## src/rtl/s_spi_slave.sv

```systemverilog
// s_spi_slave: mode-0 SPI slave with oversampled pins, rx byte buffer and preloaded tx buffer.
module s_spi_slave #(
    parameter int DATA_WIDTH = 8,
    parameter int DEPTH = 64,
    localparam int AW = $clog2(DEPTH),
    localparam int BW = $clog2(DATA_WIDTH)
) (
    input  logic                  clk,
    input  logic                  reset_on_1,
    input  logic                  SCLK_SLAVE,
    input  logic                  SS_N_SLAVE,
    input  logic                  MOSI_SLAVE,
    output logic                  MISO_SLAVE,
    output logic [DATA_WIDTH-1:0] rx_data,
    output logic                  rx_valid,
    output logic [AW-1:0]         rx_index,
    output logic                  is_selected,
    input  logic [AW-1:0]         rd_addr,
    output logic [DATA_WIDTH-1:0] rd_data,
    input  logic                  tx_wr_en,
    input  logic [AW-1:0]         tx_wr_addr,
    input  logic [DATA_WIDTH-1:0] tx_wr_data
);
    typedef enum logic {IDLE, ACTIVE} state_t;
    state_t state_q, state_d;
    logic [2:0] sclk_q, ss_q, mosi_q;
    logic [BW-1:0] bit_cnt_q, bit_cnt_d;
    logic [DATA_WIDTH-2:0] rx_shift_q, rx_shift_d;
    logic [DATA_WIDTH-1:0] tx_shift_q, tx_shift_d, rx_data_q, rx_data_d, rd_data_q, rx_byte;
    logic [AW-1:0] tx_index_q, tx_index_d, rx_index_q, rx_index_d;
    logic rx_valid_q, rx_valid_d, reload_q, reload_d, rx_we;
    logic [DATA_WIDTH-1:0] rx_buf_q [DEPTH];
    // Power-up greeting; reset deliberately leaves this buffer untouched.
    logic [DATA_WIDTH-1:0] tx_buf_q [DEPTH] = '{0: DATA_WIDTH'("S"), 1: DATA_WIDTH'("L"),
        2: DATA_WIDTH'("A"), 3: DATA_WIDTH'("V"), 4: DATA_WIDTH'("E"), default: '0};
    wire sclk_rise = sclk_q[1] & ~sclk_q[2];
    wire sclk_fall = ~sclk_q[1] & sclk_q[2];
    wire ss_fall = ~ss_q[1] & ss_q[2];
    wire ss_rise = ss_q[1] & ~ss_q[2];
    wire last_bit = bit_cnt_q == BW'(DATA_WIDTH - 1);

    // Synchronizers keep tracking the pins through reset so a held-low SS_N is not a new edge.
    always_ff @(posedge clk) begin
        sclk_q <= {sclk_q[1:0], SCLK_SLAVE};
        ss_q   <= {ss_q[1:0], SS_N_SLAVE};
        mosi_q <= {mosi_q[1:0], MOSI_SLAVE};
    end

    always_ff @(posedge clk) begin
        if (reset_on_1) begin
            state_q    <= IDLE;
            bit_cnt_q  <= '0;
            rx_shift_q <= '0;
            tx_shift_q <= '0;
            tx_index_q <= '0;
            rx_index_q <= '0;
            rx_data_q  <= '0;
            rx_valid_q <= 1'b0;
            reload_q   <= 1'b0;
        end else begin
            state_q    <= state_d;
            bit_cnt_q  <= bit_cnt_d;
            rx_shift_q <= rx_shift_d;
            tx_shift_q <= tx_shift_d;
            tx_index_q <= tx_index_d;
            rx_index_q <= rx_index_d;
            rx_data_q  <= rx_data_d;
            rx_valid_q <= rx_valid_d;
            reload_q   <= reload_d;
        end
    end

    always_comb begin
        state_d    = state_q;
        bit_cnt_d  = bit_cnt_q;
        rx_shift_d = rx_shift_q;
        tx_shift_d = tx_shift_q;
        tx_index_d = tx_index_q;
        rx_index_d = rx_index_q;
        rx_data_d  = rx_data_q;
        rx_valid_d = 1'b0;
        reload_d   = reload_q;
        rx_we      = 1'b0;
        rx_byte    = {rx_shift_q, mosi_q[2]};
        if (state_q == IDLE) begin
            if (ss_fall) begin
                state_d    = ACTIVE;
                bit_cnt_d  = '0;
                tx_shift_d = tx_buf_q[tx_index_q];
                tx_index_d = tx_index_q + 1'b1;
                reload_d   = 1'b0;
            end
        end else if (ss_rise) begin
            state_d   = IDLE;
            bit_cnt_d = '0;
        end else if (sclk_rise) begin
            rx_shift_d = rx_byte[DATA_WIDTH-2:0];
            bit_cnt_d  = last_bit ? '0 : bit_cnt_q + 1'b1;
            if (last_bit) begin
                rx_data_d  = rx_byte;
                rx_valid_d = 1'b1;
                rx_we      = 1'b1;
                rx_index_d = rx_index_q + 1'b1;
                reload_d   = 1'b1;
            end
        end else if (sclk_fall) begin
            tx_shift_d = reload_q ? tx_buf_q[tx_index_q] : tx_shift_q << 1;
            tx_index_d = reload_q ? tx_index_q + 1'b1 : tx_index_q;
            reload_d   = 1'b0;
        end
    end

    // A byte landing at index 0 starts a fresh pass, so the rest of the buffer is wiped.
    always_ff @(posedge clk) begin
        if (reset_on_1) begin
            for (int i = 0; i < DEPTH; i++) rx_buf_q[i] <= '0;
        end else if (rx_we) begin
            for (int i = 1; i < DEPTH; i++) if (rx_index_q == '0) rx_buf_q[i] <= '0;
            rx_buf_q[rx_index_q] <= rx_byte;
        end
    end

    always_ff @(posedge clk) begin
        if (tx_wr_en) tx_buf_q[tx_wr_addr] <= tx_wr_data;
    end

    always_ff @(posedge clk) begin
        rd_data_q <= reset_on_1 ? '0 : rx_buf_q[rd_addr];
    end

    assign MISO_SLAVE  = (state_q == ACTIVE) & tx_shift_q[DATA_WIDTH-1];
    assign rx_data     = rx_data_q;
    assign rx_valid    = rx_valid_q;
    assign rx_index    = rx_index_q;
    assign is_selected = ~ss_q[1];
    assign rd_data     = rd_data_q;
endmodule
```

## config.mk

```make
export PLATFORM = sky130hd
export DESIGN_NAME = s_spi_slave
export DESIGN_NICKNAME = d
export VERILOG_FILES = /design/src/rtl/s_spi_slave.sv
export SDC_FILE = /design/constraint.sdc
export NUM_CORES = 1
export LEC_CHECK = 0
export ABC_AREA = 0
export ABC_CLOCK_PERIOD_IN_PS = 5800
export CAP_MARGIN = 10
export CORE_MARGIN = 1.5
export CORE_UTILIZATION = 50
export DETAILED_ROUTE_END_ITERATION = 8
export PLACE_DENSITY_LB_ADDON = 0.25
export SYNTH_ARGS = -nofsm -noshare
export SYNTH_HDL_FRONTEND = slang
export SYNTH_SLANG_ARGS = --single-unit
```

## constraint.sdc

```tcl
create_clock -name clk -period 5.8 [get_ports clk]
set_clock_uncertainty 0.2 [all_clocks]
set_input_delay 0.87 -clock clk [delete_from_list [all_inputs] [get_ports clk]]
set_output_delay 0.87 -clock clk [all_outputs]
set_load 0.05 [all_outputs]
```

==> results, run 1 <==
- The effective utilization at floorplan is 50.67%.
- The most used flip-flop cell after synthesis is sky130_fd_sc_hd__edfxtp_1.
- The maximum achievable frequency is between 200 and 300 MHz.
- The vias after detailed routing is 23.57k.
- The detailed-route wire length is around 110000 um.
- The main combinational cell family by area after synthesis is multiplexers.
- Counting the buffers created by CTS gives 109.
- The kind of end point of the critical path is a flip-flop.
- The fraction of registers with async set/reset is 0%.
- The number of clock sinks is between 1k and 1.5k.
- The net count of the finished layout is 2669.
- The worst path uses roughly 67% of the clock period.
- sky130_fd_sc_hd__edfxtp_1 takes more of the synthesized area than any other cell.
- For this design the top-level I/O count stands at 51.
- The number of nets in the synthesized netlist is roughly 2.7k.
- The minimum clock period is roughly 3.9 ns.
- The global routing usage summed across all routing layers is a little under a quarter.
- The leakage power summed over all cells is ~17 nW.
- The number of buffers added to fix hold violations after cts is 0.
- Of the total synthesized cell area, the portion taken by XOR and XNOR cells is less than 1%.
- The number of enable-type register cells in the synthesized netlist is a little over 1k.
- The area occupied by multi-input gates is between 0.01 and 0.015 mm2.
- Of all nets on the critical path, the largest fanout is 34.
- The first global-routing pass estimated between 150000 and 200000 um of wire.
- The number of filler instances in the final layout is between 6k and 7k.
- The clock passes through at most 3 buffers.
- The buffer cell driving the clock tree root is sky130_fd_sc_hd__clkbuf_16.
- The area overhead of the layout relative to synthesis is 11.03%.
- Across the run, the number of max-cap violations was 0.
- After Yosys synthesis, full adders, half adders and majority gates account for less than 1% of the synthesized area.
- The number of setup buffers added after CTS is 0.
- After synthesis, the share of cell area in mux cells is 15.84%.
- The row count is 110.
- At the pin with the least slew margin, the transition time is about 1.3 ns.
- The arrival time reported for the critical path endpoint is 3.94 ns.
- In the post-synthesis netlist, the cell with the most instances is sky130_fd_sc_hd__edfxtp_1.
- The fraction of post-synthesis cell area in the top cell type by area is just under 70%.
- The kind of path behind the tightest hold check is reg2reg.
- The clock latency of the later-clocked register in the worst-skew pair is a little under 0.7 ns.
- In the post-route analysis, the smallest setup slack over all paths is approximately 1.9 ns.
- The peak per-stage delay on the critical path is between 0.8 and 0.9 ns.
- The via count of the first global-routing pass is 23.81k.
- TritonCTS built the clock tree.
- Entering global routing, the biggest net connects 100 pins.
- The netlist area before placement is roughly 0.046 mm2.
- Dividing the detail-routed via count by the number of cells gives 6.040.
- Walking the worst path, the cells encountered are ha_1 -> ha_1 -> nand4_1 -> buf_4 -> nor3_1 -> a21oi_4 -> buf_4 -> o21ai_0.
- The die covers slightly above 0.09 mm2.
- Sorting the synthesized cells by area gives the leading types as sky130_fd_sc_hd__edfxtp_1 67%, sky130_fd_sc_hd__mux4_2 15%, sky130_fd_sc_hd__and2_1 7.1%.
- At the end of routability-driven placement, the weighted congestion stood at 0.8447.
- In this run the vertical extent of the chip is between 300 and 400 um.
- The flow ran to the end, and the final reports show no timing, DRC or antenna violations.
- The count of yosys warnings during synthesis is 0.
- The DRC marker count from the first detailed-route iteration is roughly 2.3k.
- Summing the areas of all compound-gate instances in the mapped netlist gives under 10% of the synthesized area.
- The total power density per cell area is about 330 mW/mm2.
- Sequential elements use a little over two thirds of the synthesized area.
- The utilization after layout is roughly 56%.
- The wire-length estimate of the detail-placed layout is 64340 um.
- The total inserted antenna cells is 0.
- The initial antenna violation count is 1.
- For this run, design rule violations remaining after detail routing come to 0.
- Counting flops and latches in the post-synthesis netlist gives around 1.1k.
- The number of endpoints failing setup at the final stage is 0.
- Of the cells placed in the final design, the portion with a size suffix greater than 1 is between 10% and 20%.
- Across all register-to-register paths, the minimum setup slack is approximately 1.9 ns.
- Port buffering added 50 buffers.
- The placeable core region is roughly 0.090 mm2.
- After routing the design area is roughly 0.051 mm2.
- The sequential cell area in the final layout is ~0.032 mm2.
- Synthesis produced a netlist whose cell count is between 2k and 3k.
- The final count of pins violating max slew is 0.
- Setup repair after global routing left no endpoint under its margin.
- The max-slew headroom at the worst pin is 11.62%.
- Once detail routing completed, the nets flagged for antenna violations numbered 0.
- For this run the aggregate overflow at the end of global routing stands at 0.
- The mean area per synthesized cell is between 15 and 20 um2.
- The first TritonRoute pass finished after 7 iterations.
- In the synthesized netlist, the cells that appear most often are 1024 x sky130_fd_sc_hd__edfxtp_1, 516 x sky130_fd_sc_hd__and2_1, 299 x sky130_fd_sc_hd__mux4_2.
- In the final timing run, aggregate negative setup slack is 0 ns.
- In the final routed layout, each cell accounts on average for ~27 um.
- STA classifies the critical path startpoint as a flip-flop.
- Of the total synthesized cell area, the portion taken by AND, OR, NAND and NOR gates is between 10% and 20%.
- The clock slew at the register clock pins of the worst setup and hold paths is 0.06 ns.
- The floorplan step set the die width to ~300 um.
- The critical-path cell with the highest stage delay is sky130_fd_sc_hd__a21oi_4.
- Counting distinct cell types in the post-synthesis netlist gives 48.
- The peak supply drop is 361.8 uV.
- In this run the cell area measured after placement is 0.04720 mm2.
- By startpoint and endpoint, the worst setup path is classified as reg2reg.
- STA puts the critical path data required time at 5.86 ns.
- The total power of the final layout is roughly 0.017 W.
- Once the clock tree was built, the resizer swapped 0 gates to a different size.
- The CTS H-tree depth is 3.
- The number of hold-slack violations in the final timing report is 0.
- At the placement stage, the worst setup path has a slack of around 1.8 ns.
-- where the power goes --
part           switching [W]  internal [W]  leakage (nW)
sequential         0.0000979       0.00874          10.4
clock                0.00296       0.00397          1.70
combinational       0.000453      0.000352          4.49
-- cell families (layout without fill, tap and decap cells) --
logic type	count (synthesis)	count (layout)
buf+inv	193	299
mux	349	349
fa+ha+maj	5	5
simple gates	831	831
xor+xnor	9	9
compound gates	146	146
flops	1088	1088
-- through the flow --
stage	hold WS, ns	cells
floorplan	0.1096	2621
global placement	0.1120	3693
detailed placement	0.1126	3693
CTS	0.1259	3893
global route	0.1331	3903
finish	0.1237	3903
-- layer usage --
| metal | GRT usage [%] | part of all wire (%) | up-vias |
|---|---|---|---|
| met1 | 31.41 | 42 | 12316 |
| met4 | 7.625 | 3.2 | 0 |
| li1 | - | - | 10154 |
| met5 | 0 | 0 | - |
| met2 | 37.14 | 49 | 912 |
| met3 | 3.460 | 6.2 | 192 |
-- cells in the final DEF (no fill, tap or decap), types with 5 or more instances in the layout --
cell type	instances
sky130_fd_sc_hd__a211oi_1	17
sky130_fd_sc_hd__a21oi_1	18
sky130_fd_sc_hd__a221oi_1	7
sky130_fd_sc_hd__a31oi_1	5
sky130_fd_sc_hd__and2_1	516
sky130_fd_sc_hd__buf_12	5
sky130_fd_sc_hd__buf_2	12
sky130_fd_sc_hd__buf_4	31
sky130_fd_sc_hd__bufinv_16	10
sky130_fd_sc_hd__clkbuf_1	27
sky130_fd_sc_hd__clkbuf_16	110
sky130_fd_sc_hd__clkdlybuf4s50_1	37
sky130_fd_sc_hd__clkinv_1	22
sky130_fd_sc_hd__clkinv_2	17
sky130_fd_sc_hd__dfxtp_1	52
sky130_fd_sc_hd__dfxtp_4	10
sky130_fd_sc_hd__edfxtp_1	1024
sky130_fd_sc_hd__ha_1	5
sky130_fd_sc_hd__inv_1	6
sky130_fd_sc_hd__mux2_2	9
sky130_fd_sc_hd__mux2i_1	41
sky130_fd_sc_hd__mux4_2	299
sky130_fd_sc_hd__nand2_1	58
sky130_fd_sc_hd__nand2b_1	7
sky130_fd_sc_hd__nand3_1	25
sky130_fd_sc_hd__nand3b_1	5
sky130_fd_sc_hd__nand4_1	9
sky130_fd_sc_hd__nor2_1	165
sky130_fd_sc_hd__nor2b_1	15
sky130_fd_sc_hd__nor3_1	8
sky130_fd_sc_hd__o211ai_1	6
sky130_fd_sc_hd__o21ai_0	73
sky130_fd_sc_hd__o22a_1	5
sky130_fd_sc_hd__or3_1	7
sky130_fd_sc_hd__xor2_1	7
-- sequential cells by signal (all words and copies together) (netlist names), 6 cells and up, named ones only --
register / flops
rd_data: 8
rx_shift_q: 7
rx_data: 8
rx_buf_q: 512
rx_index: 6
tx_buf_q: 512
tx_shift_q: 8
tx_index_q: 6
-- layout make-up --
class                      count  area share, %
sequential                  1088          63.14
tap                         1176          2.897
clock inverter                60          1.190
multi-input combinational   1340          25.40
inverter                       6        0.04434
timing repair buffer          93          1.631
clock buffer                 140          5.700
-- worst paths after layout --
check / from / end / cells after the start
worst min register to register: mosi_q[1]$_DFF_P_ / mosi_q[2]$_DFF_P_ / 0
worst max register to register: bit_cnt_q[0]$_SDFFE_PP0P_ / rx_buf_q[37][0]$_SDFFCE_PN0P_ / 8
worst min-delay path: mosi_q[1]$_DFF_P_ / mosi_q[2]$_DFF_P_ / 0
worst max-delay path: bit_cnt_q[0]$_SDFFE_PP0P_ / rx_buf_q[37][0]$_SDFFCE_PN0P_ / 8
-- worst max-delay path, delay by kind of cell (launching register included) --
family | cells | cell delay [ns]
AOI/OAI and AO/OA | 2 | 1.40
buffers and inverters | 2 | 0.81
adders and majority gates | 2 | 0.42
DFF | 1 | 0.32
and+or+nand+nor | 2 | 0.25
Note: power is estimated with default switching activity, not from simulation.
==> inputs of run 2 (changes only) <==
ABC_CLOCK_PERIOD_IN_PS = 3400   (was 5800)
clock period = 3.4 ns   (was 5.8 ns; I/O delays follow)
==> run 2 against run 1 <==
Net effect: clock-buffer cell count is 6 higher; clock power increased by 73%; setup slack got worse by 1.7 ns; design area up 2.7%; combinational power increased by 86%; non-clock buffer count is 150 higher; critical endpoint is now rx_buf_q[9][7]$_SDFFCE_PN0P_.
==> results, run 2 (synthesized netlist as in run 1, its figures left out) <==
- The flow ran to the end, and the final reports show no timing, DRC or antenna violations.
- The sum of net half-perimeters after detailed placement is 69040 um (+7.3%).
- The max-slew headroom at the worst pin is 16.58% (+5.0 points).
- The combinational share of power was 5.3% (+0.4 points).
- The number of endpoints failing setup at the final stage is 0 (unchanged).
- The maximum fanout count along the critical path is 16 (-53%).
- The fraction of final layout cells sized beyond drive strength 1 is 23.88% (+4.3 points).
- The overall die height came to 305.5 um (unchanged).
- The area occupied by multi-input gates is 0.01290 mm2 (about the same).
- The total power density per cell area is 547.2 mW/mm2 (+68%).
- The global routing usage summed across all routing layers was 22.90% (+0.21 points).
- The fraction of the cycle the final worst path needs is 94.07% (+27 points).
- The average routed wire per standard cell is 26.04 um (-3.3%).
- The cell-internal power came to 0.02260 W (+73%).
- The final weighted congestion of routability-driven global placement came to 0.8679 (+2.7%).
- The deepest clock path buffer count came to 3 (unchanged).
- The number of top-level pins came to 51 (unchanged).
- The total inserted antenna cells came to 0 (unchanged).
- The worst path required time was 3.59 ns (-2.27 ns).
- The via count of the first global-routing pass is 24.95k (+4.8%).
- The library cell used most frequently in the layout, excluding fill and tap cells, is sky130_fd_sc_hd__edfxtp_1.
- In this run the clock root is driven by a sky130_fd_sc_hd__clkbuf_16.
- The number of remaining DRC errors came to 0 (unchanged).
- The net switching power is 0.005952 W (+70%).
- The maximum achievable frequency is 312.7 MHz (+21%).
- The clock share of power is 42.1% (+0.3 points).
- The switching part of the total is 20.84% (-0.33 points).
- The mean number of vias per cell was 5.912 (-2.1%).
- The count of port buffers added during placement is 50 (unchanged).
- The clock latency of the later-clocked register in the worst-skew pair was 0.68 ns (about the same).
- The DRC marker count from the first detailed-route iteration is 2458 (+7.2%).
- The worst hold path belongs to the class in2reg.
- STA classifies the critical path startpoint as a flip-flop.
- The number of buffers added to fix hold violations after cts is 0 (unchanged).
- The slew at the pin closest to its max-slew limit is 1.238 ns (-0.08368 ns).
- The minimum clock period is 3.198 ns (-0.6829 ns).
- The TritonCTS clock tree is done.
- The die boundary width is 305.5 um (unchanged).
- The peak supply drop is 543.7 uV (+50%).
- The relative contribution of sequential cells to total power came to 52.6% (-0.7 points).
- The remaining number of nets flagged by the antenna check after routing is 0 (unchanged).
- The critical path is of the reg2reg type.
- The net count of the finished layout came to 2818 (+5.6%).
- In the layout the commonest cells are 1024 x sky130_fd_sc_hd__edfxtp_1, 516 x sky130_fd_sc_hd__and2_1, 299 x sky130_fd_sc_hd__mux4_2.
- The CTS H-tree depth is 3 (unchanged).
- The post-placement cell area is 0.04857 mm2 (+2.9%).
- The leakage power summed over all cells is 17.49 nW (+5.3%).
- The detailed-route wire length was 105600 um (+0.52%).
- The total negative slack was 0 ns (unchanged).
- The number of cells in the finished layout apart from fillers was 4057 (+3.9%).
- Setup repair after global routing left no endpoint under its margin.
- The vias after detailed routing is 23.99k (+1.7%).
- The clock slew at the register clock pins of the worst setup and hold paths was 0.06 ns (about the same).
- The pin count of the biggest net entering global routing is 65 (-35%).
- The row count is 110 (unchanged).
- The largest registers in the layout are rx_buf_q (512), tx_buf_q (512).
- The cell area after layout came to 0.05218 mm2 (+2.7%).
- The initial antenna violation count is 0 (-1).
- The total placed cells including tap cells is 3848 (+4.2%).
- The number of detailed-route iterations in the first pass is 6 (-1).
- The final count of pins violating max slew is 0 (unchanged).
- The number of CTS-inserted buffers is 108 (-0.92%).
- The number of clock sinks is 1088 (unchanged).
- The sequential cell area in the final layout was 0.03205 mm2 (about the same).
- The number of filler instances in the final layout is 6701 (-1.8%).
- The kind of end point of the critical path is a flip-flop.
- The max-cap violation count was 0 (unchanged).
- The die area is 0.09333 mm2 (unchanged).
- The arrival time reported for the critical path endpoint came to 3.39 ns (-0.55 ns).
- The placeable core region is 0.09029 mm2 (unchanged).
- The number of hold-slack violations in the final timing report is 0 (unchanged).
- The effective utilization at floorplan is 50.67% (unchanged).
- The global-route congestion overflow total came to 0 (unchanged).
- The global-route wire length before repair is 159100 um (+1.7%).
- From synthesis to final layout, the design area changed by 14.05%.
-- run 2: cell types whose count changed in the layout (fill, tap and decap cells not counted), sizes merged --
cell / change
buf: +154
clkinvlp: -4
clkinv: +1
bufinv: +1
clkbuf: +2
-- run 2: worst paths after layout --
check	from	endpoint	slack (ns)	depth (start not counted)
min	MOSI_SLAVE	mosi_q[0]$_DFF_P_	0.09	1
max	bit_cnt_q[0]$_SDFFE_PP0P_	rx_buf_q[9][7]$_SDFFCE_PN0P_	0.20	8
max reg2reg	bit_cnt_q[0]$_SDFFE_PP0P_	rx_buf_q[9][7]$_SDFFCE_PN0P_	0.20	8
min reg2reg	mosi_q[0]$_DFF_P_	mosi_q[1]$_DFF_P_	0.13	0
-- run 2: area by class of cell --
cell class | instances | area share, %
clock buffer | 146 | 5.767
clock inverter | 58 | 1.105
inverter | 6 | 0.04316
multi-input combinational | 1340 | 24.72
sequential | 1088 | 61.42
tap | 1176 | 2.820
timing repair buffer | 243 | 4.124
-- run 2: power by group through the flow --
| stage | clock network (W) | registers, W | logic, W |
|---|---|---|---|
| floorplan | 0 | 0.0153 | 0.000946 |
| global placement | 0 | 0.0153 | 0.00149 |
| detailed placement | 0 | 0.0153 | 0.00152 |
| CTS | 0.0122 | 0.0150 | 0.00152 |
| global route | 0.0127 | 0.0150 | 0.00160 |
| finish | 0.0120 | 0.0150 | 0.00150 |
-- run 2: critical path, cell delays in order (launching register included) --
cell	delay, ns
sky130_fd_sc_hd__dfxtp_1	0.36
sky130_fd_sc_hd__ha_1	0.16
sky130_fd_sc_hd__ha_1	0.22
sky130_fd_sc_hd__nand4_1	0.12
sky130_fd_sc_hd__buf_4	0.24
sky130_fd_sc_hd__nor3b_1	0.38
sky130_fd_sc_hd__nand2_1	0.45
sky130_fd_sc_hd__o21ai_0	0.53
sky130_fd_sc_hd__buf_4	0.24
-- run 2: metrics by stage --
stage               util (%)  hold WS (ns)  total power [W]  setup WS [ns]
global placement       53.79        0.1140          0.01679         0.2147
global route           57.80       0.06284          0.02932        0.01710
CTS                    57.76       0.05136          0.02874         0.1452
floorplan                  -        0.1096          0.01620         0.5395
finish                 57.80       0.09043          0.02856         0.2017
detailed placement     53.79        0.1144          0.01683         0.1803
-- run 2: what timing repair did --
action | 4_1_cts | 5_1_grt
setup buffers | 0 | 0
setup endpoints to repair | 0 | 46
resized for setup | 0 | 6
-- run 2: routing by layer --
metal	track usage, %	vias to the layer above	routed length [um]
li1	-	10435	-
met1	31.30	12393	43180
met2	38.23	984	52530
met3	3.550	173	6922
met4	6.884	0	2993
met5	0	-	0
